`src/rtl/galaxian_pkg.sv`:
```
// Shared score/wave constants, score FSM states and BCD helpers.
package galaxian_pkg;

  localparam int unsigned NUM_ALIENS        = 12;
  localparam int unsigned SCORE_DIGITS      = 6;
  localparam int unsigned BCD_W             = 4 * SCORE_DIGITS;
  localparam int unsigned CLEAR_HOLD_FRAMES = 120;

  localparam logic [BCD_W-1:0] POINTS_PER_HIT = 24'h000030;
  localparam logic [BCD_W-1:0] WAVE_BONUS     = 24'h000500;
  localparam logic [BCD_W-1:0] BCD_MAX        = 24'h999999;

  localparam logic [4:0] PENDING_MAX = 5'd31;

  typedef enum logic [2:0] {
    StIdle,
    StPlay,
    StAdd,
    StClear,
    StGameOver
  } score_state_t;

  // Magnitude compare of two BCD numbers, most significant digit first.
  function automatic logic bcd_gt(input logic [BCD_W-1:0] a, input logic [BCD_W-1:0] b);
    logic gt;
    logic done;
    gt   = 1'b0;
    done = 1'b0;
    for (int i = int'(SCORE_DIGITS) - 1; i >= 0; i--) begin
      if (!done && (a[4*i +: 4] != b[4*i +: 4])) begin
        gt   = a[4*i +: 4] > b[4*i +: 4];
        done = 1'b1;
      end
    end
    return gt;
  endfunction

endpackage

```
`src/rtl/bcd_adder.sv`:
```
// Ripple-carry multi-digit BCD adder; sat_o flags a carry out of the top digit.
module bcd_adder
  import galaxian_pkg::*;
#(
  parameter int unsigned Digits = SCORE_DIGITS
) (
  input  logic [4*Digits-1:0] a_i,
  input  logic [4*Digits-1:0] b_i,
  output logic [4*Digits-1:0] sum_o,
  output logic                sat_o
);

  logic       carry;
  logic [4:0] digit;

  // Digit-serial add with decimal adjust; final carry means overflow past all-9s.
  always_comb begin
    carry = 1'b0;
    digit = '0;
    sum_o = '0;
    for (int i = 0; i < int'(Digits); i++) begin
      digit = {1'b0, a_i[4*i +: 4]} + {1'b0, b_i[4*i +: 4]} + {4'b0000, carry};
      if (digit > 5'd9) begin
        digit = digit + 5'd6;
        carry = 1'b1;
      end else begin
        carry = 1'b0;
      end
      sum_o[4*i +: 4] = digit[3:0];
    end
    sat_o = carry;
  end

endmodule

```
`src/rtl/score_keeper.sv`:
```
// Turns hit-count increments into a saturating BCD score, awards wave bonuses,
// sequences the between-wave reset and keeps the session high score.
module score_keeper
  import galaxian_pkg::*;
(
  input  logic             Clk,
  input  logic             Reset_n,
  input  logic             game_start,
  input  logic             player_dead,
  input  logic             frame_tick,
  input  logic [3:0]       hit_count,
  output logic [BCD_W-1:0] score_bcd,
  output logic [BCD_W-1:0] high_score_bcd,
  output logic [7:0]       wave_num,
  output logic             wave_clear,
  output logic             wave_reset,
  output logic             game_active
);

  score_state_t state;
  logic [3:0]   prev_count;
  logic [4:0]   pending;
  logic         dead_latch;
  logic [6:0]   hold_cnt;

  logic [3:0]       hit_delta;
  logic [5:0]       pend_sum;
  logic [5:0]       pend_dec;
  logic [4:0]       pend_acc;
  logic [4:0]       pend_drain;
  logic [BCD_W-1:0] add_operand;
  logic [BCD_W-1:0] add_sum;
  logic             add_sat;
  logic [BCD_W-1:0] score_next;

  // New hits this cycle and the saturating pending totals with/without a drain.
  always_comb begin
    hit_delta   = (hit_count > prev_count) ? hit_count - prev_count : 4'd0;
    pend_sum    = {1'b0, pending} + {2'b00, hit_delta};
    pend_dec    = pend_sum - 6'd1;
    pend_acc    = (pend_sum > {1'b0, PENDING_MAX}) ? PENDING_MAX : pend_sum[4:0];
    pend_drain  = (pend_dec > {1'b0, PENDING_MAX}) ? PENDING_MAX : pend_dec[4:0];
    // Bonus is only ever added from PLAY; ADD always adds per-hit points.
    add_operand = (state == StPlay) ? WAVE_BONUS : POINTS_PER_HIT;
    score_next  = add_sat ? BCD_MAX : add_sum;
  end

  bcd_adder #(
    .Digits(SCORE_DIGITS)
  ) u_bcd_adder (
    .a_i  (score_bcd),
    .b_i  (add_operand),
    .sum_o(add_sum),
    .sat_o(add_sat)
  );

  // Score FSM with registered outputs; hit tracking and death latch run in every active state.
  always_ff @(posedge Clk or negedge Reset_n) begin
    if (!Reset_n) begin
      state          <= StIdle;
      prev_count     <= '0;
      pending        <= '0;
      dead_latch     <= 1'b0;
      hold_cnt       <= '0;
      score_bcd      <= '0;
      high_score_bcd <= '0;
      wave_num       <= '0;
      wave_clear     <= 1'b0;
      wave_reset     <= 1'b0;
      game_active    <= 1'b0;
    end else begin
      wave_clear <= 1'b0;
      if (state != StIdle) begin
        prev_count <= hit_count;
        if (player_dead) dead_latch <= 1'b1;
      end
      case (state)
        StIdle: begin
          if (game_start) begin
            score_bcd   <= '0;
            wave_num    <= 8'd1;
            prev_count  <= '0;
            pending     <= '0;
            game_active <= 1'b1;
            state       <= StPlay;
          end
        end
        StPlay: begin
          // Crediting outranks death, and death outranks the wave bonus.
          if (pend_acc != 5'd0) begin
            pending <= pend_acc;
            state   <= StAdd;
          end else if (dead_latch) begin
            game_active <= 1'b0;
            state       <= StGameOver;
          end else if (prev_count == 4'(NUM_ALIENS)) begin
            score_bcd  <= score_next;
            if (wave_num != 8'hFF) wave_num <= wave_num + 8'd1;
            wave_clear <= 1'b1;
            wave_reset <= 1'b1;
            hold_cnt   <= '0;
            state      <= StClear;
          end
        end
        StAdd: begin
          score_bcd <= score_next;
          pending   <= pend_drain;
          if (pend_drain == 5'd0) state <= StPlay;
        end
        StClear: begin
          pending <= pend_acc;
          if ((hold_cnt == 7'(CLEAR_HOLD_FRAMES)) && (hit_count == 4'd0)) begin
            wave_reset <= 1'b0;
            state      <= StPlay;
          end else if (frame_tick && (hold_cnt != 7'(CLEAR_HOLD_FRAMES))) begin
            hold_cnt <= hold_cnt + 7'd1;
          end
        end
        StGameOver: begin
          if (bcd_gt(score_bcd, high_score_bcd)) high_score_bcd <= score_bcd;
          dead_latch <= 1'b0;
          state      <= StIdle;
        end
        default: state <= StIdle;
      endcase
    end
  end

endmodule
```
`config.mk`:
```
export PLATFORM = sky130hd
export DESIGN_NAME = score_keeper
export DESIGN_NICKNAME = d
export VERILOG_FILES = /design/src/rtl/galaxian_pkg.sv /design/src/rtl/bcd_adder.sv /design/src/rtl/score_keeper.sv
export SDC_FILE = /design/constraint.sdc
export NUM_CORES = 1
export LEC_CHECK = 0
export CAP_MARGIN = 20
export CORE_UTILIZATION = 35
export DETAILED_ROUTE_END_ITERATION = 16
export PLACE_DENSITY = 0.68
export SLEW_MARGIN = 20
export SYNTH_ARGS = -nofsm -noshare
export SYNTH_HDL_FRONTEND = slang
export SYNTH_SLANG_ARGS = --single-unit
```
`constraint.sdc`:
```
create_clock -name Clk -period 6.9 [get_ports Clk]
set_input_delay 1.035 -clock Clk [delete_from_list [all_inputs] [get_ports Clk]]
set_output_delay 1.035 -clock Clk [all_outputs]
set_load 0.05 [all_outputs]
```
# == Word level (Yosys, flattened, before mapping) ==
# Cells that the tools add are included.
# word_totals
ff_bits,79
inputBits,9
output_inout_bits,59
elab_cells,186
# classes
n_addsub,22
n_lt_le_gt_ge,15
n_eq_ne,26
n_mux,80
n_reduce_logical,32
# op_table
cell,count
$mux 24,5
$pmux 24 s3,1
$mux 4,10
$mux 8,5
$mux 1,37
$mux 7,5
$gt 5x4->1 const B,6
$gt 4x4->1,7
$add 5x1->5,5
$add 4x3->4 const B,6
$ne 4x4->1,6
$mux 5,4
$pmux 5 s4,1
$mux 3,6
$ne 2x2->1 const B,8
$pmux 8 s2,1
$add 4x1->5 const B,3
$pmux 7 s2,1
$gt 6x5->1 const B,2
$pmux 3 s4,1
$reduce_and 6->1,2
$mux 11,1
$add 4x4->5,2
$reduce_and 5->1,2
other kinds (28),48

# == Logic depth before layout (Yosys ltp) ==
# depth
depth_word,25
depth_mapped,40

# == Hierarchy ==
# Synthesis repeated with hierarchy kept, for this count alone.
# unflattened
cells_unflattened,664
hier_area_um2,6192.2
# modules_own_cells
mod,instances,cells_per_inst,area_per_inst_um2
score_keeper,1,491,4757.1
bcd_adder,1,173,1435.1

# == Worst setup path before layout ==
# Ideal clock, no wire load.
# synth_path
path_kind,flip-flop to flip-flop
startpoint,register score_bcd[1]
endpoint,register score_bcd[7]
setup_time_ns,0.127
arrival_ns,7.864
setup_slack_ns,-1.091
stages_incl_launch_ff,39
cell_sequence,dfrtp_1 inv_1 ha_1 inv_1 ha_1 a31oi_1 a41o_1 inv_1 fa_1 inv_1 fa_1 clkbuf_1 mux2i_1 nand2_1 o221ai_1 fa_1 inv_1 ha_1 [... 3 more ...] inv_1 ha_1 ha_1 o21ai_0 or2_2 a2bb2oi_1 ha_1 ha_1 o22a_1 o22a_1 ha_1 ha_1 or2_2 a21oi_1 nor2_1 clkbuf_1 o31ai_1 o21ai_0
# synth_via
elab_chain_cells,23
word_cells_on_any_way,25
# synth_rtl
element,line_no,rtl
start: declaration,score_keeper.sv:12,"output logic [BCD_W-1:0] score_bcd,"
start signal: assignment,score_keeper.sv:97,score_bcd <= score_next;
start signal: assignment,score_keeper.sv:106,score_bcd <= score_next;
$add 4x4->5 *,bcd_adder.sv:22,"digit = {1'b0, a_i[4*i +: 4]} + {1'b0, b_i[4*i +: 4]} + {4'b0000, carry};"
$gt 5x4->1 *,bcd_adder.sv:23,if (digit > 5'd9) begin
$mux 1 *,bcd_adder.sv:23,
$add 5x1->5 *,bcd_adder.sv:22,
$gt 5x4->1,bcd_adder.sv:23,
$mux 1,bcd_adder.sv:23,
$add 5x1->5,bcd_adder.sv:22,
$gt 5x4->1,bcd_adder.sv:23,
[... 7 more ...],--,
$add 5x1->5,bcd_adder.sv:22,
$gt 5x4->1,bcd_adder.sv:23,
$mux 1,bcd_adder.sv:23,
$mux 24 *,score_keeper.sv:45,score_next = add_sat ? BCD_MAX : add_sum;
$mux 24,score_keeper.sv:96,end else if (prev_count == 4'(NUM_ALIENS)) begin
$mux 24,score_keeper.sv:93,end else if (dead_latch) begin
$mux 24,score_keeper.sv:90,if (pend_acc != 5'd0) begin
$pmux 24 s3 *,score_keeper.sv:77,case (state)
# Every way passes the cells marked *; elsewhere a longest branch is shown, timed or not. The select of a mux whose other input is x is not followed.
# A chain may end at the register's enable or synchronous reset.

# == Worst setup path in the final report ==
# layout_path
startpoint,register score_bcd[1]
endpoint,register score_bcd[2]
# layout_via
elab_chain_cells,23
word_cells_on_any_way,25
# layout_rtl
element,line_no
$add 4x4->5 *,bcd_adder.sv:22
$gt 5x4->1,bcd_adder.sv:23
$mux 1,bcd_adder.sv:23
$add 5x1->5,bcd_adder.sv:22
$gt 5x4->1,bcd_adder.sv:23
$mux 1,bcd_adder.sv:23
$add 5x1->5,bcd_adder.sv:22
$gt 5x4->1,bcd_adder.sv:23
[... 7 more ...],--
$add 5x1->5,bcd_adder.sv:22
$gt 5x4->1,bcd_adder.sv:23
$mux 1,bcd_adder.sv:23
$mux 24 *,score_keeper.sv:45
$mux 24,score_keeper.sv:96
$mux 24,score_keeper.sv:93
$mux 24,score_keeper.sv:90
$pmux 24 s3 *,score_keeper.sv:77
# Marks and branches as above.

==> flow_summary.toml <==
[outcome]
status = "completed"

[worst_setup_path]
path_delay_family = "adder cells"
ff2ff_path_depth = 36
end_kind = "flop"
cp_max_fo = 7
crit_path_max_incr_delay_ns = 0.44
crit_top_cell = "ha_4"
cp-start-kind = "flop"
cp.required_ns = 7.16
timing.rr.start = "score_bcd[1]"
cp_slowest_cell = "fa_2"
path_class = "reg -> reg"
arrival_ns = 7.14
crit_buf_inv = 6
reg2reg_slack_ns = 0.02
r2r-end = "score_bcd[2]"

[pwr]
peakVddDrop_mv = 0.168
p_leak_nw = 3.15
p_per_area_nw_per_um2 = 330

[clock_network]
clock_tree.root_cell = "clkbuf_16"
clock_latency_ns = 0.35
holdBufCountCts = 0
cts.htree.levels = 3
cts.sinks = 79
cts_tree = "done"
path_clk_slew_ns = 0.06
clockBufferDepth = 2
cts_buffers = 9

[synthesis]
synth_area_per_cell_sq_um = 9.26
synth_cell_types = 68
netlist_area_sq_um = 5450
netlist_instances = 589
synth-seq-cells = 79
yosysSeqAreaShare_pct = 36.3
synth_ff_type = "dfrtp_1"
async_flop_share_pct = 100
synth.net_count = 655
ys_warn_count = 0
synth_edf_count = 0

[sta]
rsz0062_at_grt = "true"
hold_viol = 0
tightestPinTransition_ns = 0.738
setup_ws_ns = 0.0223
fin_worst_skew_ns = 0.00629
maxSlewHeadroom_pct = 50.8
fin_crit_ns = 6.88
max_clock_freq_mhz = 145
fin_setup_tns_ns = 0
setup_viol = 0
finalCritPeriodShare_pct = 99.7
slew_viol_final = 0

[die]
initial_core_util_pct = 35.9
die_y_microns = 127
core_area_sq_um = 15200
dieArea_sq_um = 16100
die_x_microns = 127
row_count = 45
io-pin-count = 68

[job]
drv_cap = 0

[final_layout]
layout_common_cells = "dfrtp_1 (77), clkdlybuf4s50_1 (66), inv_1 (51)"
final_area_sq_um = 7120
layout-drive-gt1-share_pct = 19.5
diodes = 0
finalNonFillerCells = 871
area_growth_pct = 30.6
final_common_cell = "dfrtp_1"
fillers = 1429
finalNetCount = 744

[global_route]
grt_usage_pct = 17.6
grt_pass1_wl_microns = 22500
grt_max_degree = 80
antenna_found_initial = 0
globalRouteOverflowTotal = 0
grt_pass1_vias = 4693

[placed_design]
place_congestion = 0.841
place_ws_ns = -0.132
dp_hpwl_microns = 9890
port_buffers = 67
dp_cells = 833
place_area_sq_um = 6500

[route]
finalWirelength_microns = 13800
wl_per_cell_microns = 15.8
antenna_left = 0
viasPerCell = 5.38
dr_total_vias = 4685
drc_errors = 0
drt-pass1-iter-count = 4
drt_iter0_markers = 256

[min_path]
worstHoldStart = "pending[0]"
hold_end = "pending[0]"
hold_depth = 1
hp-class = "reg -> reg"
synthesized netlist by cell type, types with 6 or more instances:
cell	number	area, sq um
o31ai_1	11	82.6
o21ai_0	43	215
nand3_1	15	75.1
nand2b_1	10	62.6
nor2_1	37	139
xnor2_1	12	105
a21oi_1	37	185
ha_1	52	651
nand4_1	10	62.6
a21o_1	6	45.0
clkbuf_1	12	45.0
a31oi_1	7	43.8
inv_1	58	218
nor3_1	11	55.1
and3_1	8	50.1
mux2i_1	11	110
nor2b_1	7	43.8
xor2_1	9	78.8
nand2_1	44	165
buf_2	6	30.0
mux2_2	21	236
dfrtp_1	79	1980
cells by family after synthesis:
group | Yosys count | share of synthesized area (%)
AO/OA/AOI/OAI | 145 | 17.0
XOR/XNOR | 22 | 3.88
adder cells (fa/ha/maj) | 57 | 13.8
buffers and inverters | 82 | 6.33
flip-flops | 79 | 36.3
multiplexers | 32 | 6.36
AND/OR/NAND/NOR | 172 | 16.4
what timing repair did:
action                                  in CTS  in global routing
endpoints found under the setup margin      15                 23
gates resized for setup                      6                 34
pin swaps                                    4                 24
buffers inserted                             4                 18
hold endpoints to repair                     0                  0
layer usage:
metal  wire (microns)  share of wire (%)  GRT usage [%]
met5                0                  0              0
met4              370                2.7           6.79
met3              462                3.4           4.01
met2             6910                 50           30.4
met1             6040                 44           21.2
state kept, by name, indices dropped and copies added, names as in the netlist:
name / flops
state: 3
game_active: 1
pending: 5
score_bcd: 24
hold_cnt: 7
wave_reset: 1
wave_clear: 1
dead_latch: 1
prev_count: 4
wave_num: 8
high_score_bcd: 24
worst reg2reg max path, delay by kind of cell (launching register included):
family / cells / cell delay (ns)
and+or+nand+nor: 7 / 1.16
AOI/OAI and AO/OA: 11 / 1.80
adders and majority gates: 12 / 2.97
DFF: 1 / 0.42
buffers and inverters: 6 / 0.43
cell type report:
type	instances	area, sq um	area share, %
clock buffers	11	243	3.41
clock inverters	5	33.8	0.474
inverters	58	223	3.13
multi-input cells	428	3470	48.7
flip-flops and latches	79	1980	27.8
well taps	188	235	3.30
repair buffers	102	942	13.2
per-stage QoR:
step,utilization [%],total power [W],hold WS [ns]
global route,46.9,0.00253,0.518
global placement,42.7,0.00179,0.472
CTS,44.9,0.00230,0.488
detailed placement,42.7,0.00183,0.478
floorplan,-,0.00152,0.456
finish,46.9,0.00235,0.483
worst max path at each step:
stage,end,cells past startpoint,start,slack (ns)
after CTS,score_bcd[7],37,score_bcd[2],0.02
after global routing,score_bcd[2],36,score_bcd[2],-0.21
final,score_bcd[2],36,score_bcd[1],0.02
after detailed placement,score_bcd[6],37,score_bcd[2],-0.13
after global placement,score_bcd[6],36,score_bcd[1],0.11
after floorplan,score_bcd[7],38,score_bcd[2],-0.03
power breakdown:
| group | leakage (nW) | total [W] | internal [W] | switching (W) |
|---|---|---|---|---|
| Clock | 0.132 | 0.000449 | 0.000253 | 0.000197 |
| Combinational | 1.96 | 0.00130 | 0.000516 | 0.000785 |
| Sequential | 1.05 | 0.000601 | 0.000531 | 0.0000705 |
Note: power is estimated with default switching activity, not from simulation.
==> variant 1, RTL diff (config.mk and constraints unchanged) <==
Reset style: synchronous (`Reset_n`), changed in one clocked block.
--- a/src/rtl/score_keeper.sv
+++ b/src/rtl/score_keeper.sv
@@ -55,7 +55,7 @@
   );
 
   // Score FSM with registered outputs; hit tracking and death latch run in every active state.
-  always_ff @(posedge Clk or negedge Reset_n) begin
+  always_ff @(posedge Clk) begin
     if (!Reset_n) begin
       state          <= StIdle;
       prev_count     <= '0;
Formal check against the unedited RTL: differs if Reset_n is asserted again (counterexample within 4 cycles, from zero or initial values and one cycle with Reset_n low); with Reset_n held inactive, the same outputs for 4 cycles.
==> variant 1 against the unedited design <==
Setup slack improved by 0.013 ns; area after synthesis increased by 2.3%; sequential share of layout area decreased by 5.6 points; critical endpoint is now score_bcd[3]; sequential cell count unchanged; routed wire length increased by 9.3%; final area increased by 0.70%; synthesized cell count increased by 17%; power decreased by 1.9%; clock power increased by 9.6%; first-iteration DRC count increased by 36%; maximum frequency increased by 0.19%; highest routed layer unchanged.
==> variant 1: results (changes against the unedited design) <==
metric	value	unit	change
crit_arrival	7.09	ns	-0.05 ns
final.setup_skew	0.01058	ns	+0.004289 ns
diodes	0		unchanged
synth_ff_type	dfxtp_1		
status	completed		
grt_pass1_vias	4772		+1.7%
synth_cell_types	70		+2.9%
place_hpwl	10600	um	+7.1%
cp_max_fo	5		-2
cellLeakagePower	2.535	nW	-19%
netlist_top_cells_count	97 x nand2_1, 79 x dfxtp_1, 59 x inv_1		
drtIter0Drc	347		+36%
place_ws	-0.06757	ns	+0.06485 ns
vias_per_cell	5.388		+0.17%
grt_pass1_wl	23940	um	+6.2%
slew_headroom	0.2729		-0.2349
grt_max_degree	60		-25%
yosysSeqAreaShare	0.2835		-0.07902
ys_top_cells_by_area	dfxtp_1 28%, ha_1 12%, nand2_1 6.5%		
fin_nets	830		+12%
grt_usage	0.1833		+0.007432
placed_cell_area	6593	um^2	+1.4%
clkSlewWorstSetupHoldPaths	0.06	ns	about the same
vdd_drop_max	0.1638	mV	-2.6%
gp_congestion	0.8658		+2.9%
dr.pass1.iters	6		+2
drive_gt1_frac	0.1456		-0.04909
async_reset_ff_frac	0		-1.000
cts_buffer_depth	2		unchanged
synth_nets	755		+15%
wl_per_cell	15.38	um	-2.8%
-- variant 1: kinds of logic (layout without fill, tap and decap cells) --
group / after synthesis / count (layout) / share of synthesized area
simple gates: 228 / 228 / 0.2039
compound gates: 184 / 184 / 0.2286
buf+inv: 95 / 175 / 0.07133
flops: 79 / 79 / 0.2835
fa+ha+maj: 57 / 57 / 0.1346
mux: 26 / 26 / 0.04666
xor+xnor: 20 / 20 / 0.03140
-- variant 1: per-stage QoR --
stage,hold WS [ns],instances
global placement,0.4503,951
floorplan,0.4362,689
finish,0.4655,980
CTS,0.4636,969
detailed placement,0.4551,951
global route,0.4871,980
-- variant 1: cell type report --
cell class | instances | area, um^2
Fill cell | 1479 | 8198
Clock inverter | 6 | 68.82
Inverter | 60 | 232.7
Timing Repair Buffer | 99 | 905.9
Sequential cell | 79 | 1590
Tap cell | 211 | 264.0
Clock buffer | 10 | 229.0
Multi-Input combinational cell | 515 | 3882
-- variant 1: worst max-delay path, delay by kind of cell (launching register included) --
kind	cells	cell delay, ns
compound gates	12	2.33
xor+xnor	1	0.20
fa+ha+maj	12	3.03
buf+inv	4	0.25
flops	1	0.36
mux	1	0.11
simple gates	2	0.46
-- variant 1: repair_timing --
action,in CTS,in global routing
pin swaps,4,11
gates cloned,0,0
gates resized for setup,5,26
endpoints found under the setup margin,9,21
setup buffers,2,11
hold buffers,0,0
-- variant 1: where the power goes --
part / switching [mW] / leakage [nW] / internal, mW
registers: 0.0695 / 0.642 / 0.506
clock network: 0.208 / 0.143 / 0.283
logic: 0.782 / 1.75 / 0.459
-- variant 1: metal layers --
layer | track usage | vias to the layer above | wire length [um]
met5 | 0 | - | 0
li1 | - | 2661 | -
met2 | 0.2820 | 130 | 6705
met1 | 0.2560 | 2472 | 7426
met4 | 0.05744 | 0 | 202
met3 | 0.03589 | 17 | 733
-- variant 1: path summary, 6_finish.rpt --
kind,from,end,slack [ns],cells after the start
hold reg to reg,pending[3],pending[3],0.47,2
setup / recovery,score_bcd[1],score_bcd[3],0.04,32
hold / removal,pending[3],pending[3],0.47,2
setup reg to reg,score_bcd[1],score_bcd[3],0.04,32
==> variant 2, RTL diff (same settings) <==
Made on the original files. Change the package constant `SCORE_DIGITS` from 6 to 8.
--- a/src/rtl/galaxian_pkg.sv
+++ b/src/rtl/galaxian_pkg.sv
@@ -2,7 +2,7 @@
 package galaxian_pkg;
 
   localparam int unsigned NUM_ALIENS        = 12;
-  localparam int unsigned SCORE_DIGITS      = 6;
+  localparam int unsigned SCORE_DIGITS      = 8;
   localparam int unsigned BCD_W             = 4 * SCORE_DIGITS;
   localparam int unsigned CLEAR_HOLD_FRAMES = 120;
 
Ports: changed (resized high_score_bcd and score_bcd); port bits go from 68 to 84. No check against the original RTL was run, so the function may have changed too.
==> variant 2 against the unedited design <==
The run now ends with setup timing left; critical path type unchanged; first-iteration DRC count increased by 36%; power increased by 44%; setup slack got worse by 1.3 ns; area after synthesis increased by 23%; final area increased by 33%; non-clock buffer count increased by 116; critical path depth increased by 20; count of clock-buffer cells in the layout unchanged; maximum frequency decreased by 16%; combinational power increased by 62%; routed wire length increased by 40%; sequential cell count increased by 16; clock power increased by 23%.
==> variant 2: results (changes against the unedited design) <==
metric	value	unit	change
stdcell_count	1169		+34%
fin_crit_sh	1.191		+0.1945
violations	setup timing		
grt_max_degree	73		-8.8%
synth_compound_area_frac	0.1814		+0.01164
ys_top_cells_by_area	dfrtp_1 35%, ha_1 12%, mux2_1 4.9%		
status	finished with violations		
place_ws	-1.497	ns	-1.365 ns
fin_nets	1010		+36%
fin_ws	-1.319	ns	-1.342 ns
fillers	1690		+18%
grt_usage	0.2005		+0.02460
vias	6189		+32%
drive_gt1_frac	0.2588		+0.06409
synthXorXnorAreaFrac	0.03920		+0.0004218
port_buffers	83		+24%
use_met3	0.04479		+0.004719
cellLeakagePower	4.121	nW	+31%
grt_util_met2	0.3426		+0.03849
synth_cell_types	72		+5.9%
synth.area.mux_share	0.06216		-0.001400
drtIter0Drc	347		+36%
yosysSeqAreaShare	0.3547		-0.007876
switching_share	0.4757		+0.02828
wl_per_cell	16.47	um	+4.1%
final.setup_skew	0.008734	ns	+0.002440 ns
grt_pass1_vias	6174		+32%
worstMarginPinSlew	1.049	ns	+0.3103 ns
holdCritStartpoint	high_score_bcd[22]		
gp_congestion	0.8543		+1.6%
place_hpwl	12950	um	+31%
met1_usage	0.2440		+0.03201
setup_viol	32		+32
cp_max_fo	4		-3
top_regs	high_score_bcd x32, score_bcd x32, wave_num x8		
-- variant 2: cell count changes in the layout (fill, tap and decap cells not counted), moves of 11 or more --
| cell | before | now |
|---|---|---|
| mux2_2 | 21 | 0 |
| buf_4 | 33 | 127 |
| mux2_1 | 0 | 29 |
| clkdlybuf4s50_1 | 66 | 82 |
| dfrtp_1 | 77 | 93 |
| nand2_1 | 42 | 64 |
| o21ai_1 | 7 | 29 |
| nor2_1 | 35 | 46 |
-- variant 2: cell type report --
class	count	area share
clock buffer	11	0.02448
tap	234	0.03080
clock inverter	5	0.008688
sequential	95	0.2504
inverter	70	0.02791
timing repair buffer	218	0.1986
multi-input combinational	536	0.4591
-- variant 2: logic make-up after synthesis --
family,after synthesis
mux,38
flops,95
fa+ha+maj,71
xor+xnor,30
buf+inv,99
simple gates,216
compound gates,181
-- variant 2: power groups by stage --
stage,clock network (mW),logic (mW),registers [mW]
finish,0.551,2.10,0.738
global route,0.580,2.31,0.754
CTS,0.562,2.02,0.738
detailed placement,0,1.91,0.747
global placement,0,1.88,0.746
floorplan,0,1.21,0.882
-- variant 2: per-layer routing --
metal	share of wire	wire length [um]	vias to the layer above
met5	0	0	-
met4	0.025	479	0
met3	0.043	822	38
met2	0.50	9600	156
met1	0.43	8354	2986
li1	-	-	3009
-- variant 2: path summary, 6_finish.rpt --
kind                                       to  slack [ns]  depth (start not counted)
setup reg to reg                score_bcd[13]       -1.32                         56
min in group asynchronous  high_score_bcd[13]        0.56                          1
max in group asynchronous        score_bcd[2]        5.02                          2
hold reg to reg            high_score_bcd[22]        0.51                          1
hold / removal             high_score_bcd[22]        0.51                          1
setup / recovery                score_bcd[13]       -1.32                         56
-- variant 2: what timing repair did --
action / 4_1_cts / 5_1_grt
pin swaps: 37 / 31
setup buffers: 52 / 12
hold endpoints to repair: 0 / 0
endpoints found under the setup margin: 32 / 32
gates resized for setup: 42 / 25
-- variant 2: critical path, delay by kind of cell (launching register included) --
kind | cells | cell delay (ns)
buffers and inverters | 36 | 4.10
adders and majority gates | 8 | 2.16
AOI/OAI and AO/OA | 9 | 0.93
DFF | 1 | 0.41
xor gates and xnor gates | 1 | 0.23
and+or+nand+nor | 2 | 0.20
-- variant 2: per-stage QoR --
step,setup TNS (ns),area (um^2)
2_1_floorplan,-62.36,6919
3_3_place_gp,-36.74,8366
3_5_place_dp,-43.40,8366
4_1_cts,-32.57,9299
5_1_grt,-52.46,9505
6_report,-39.21,9505
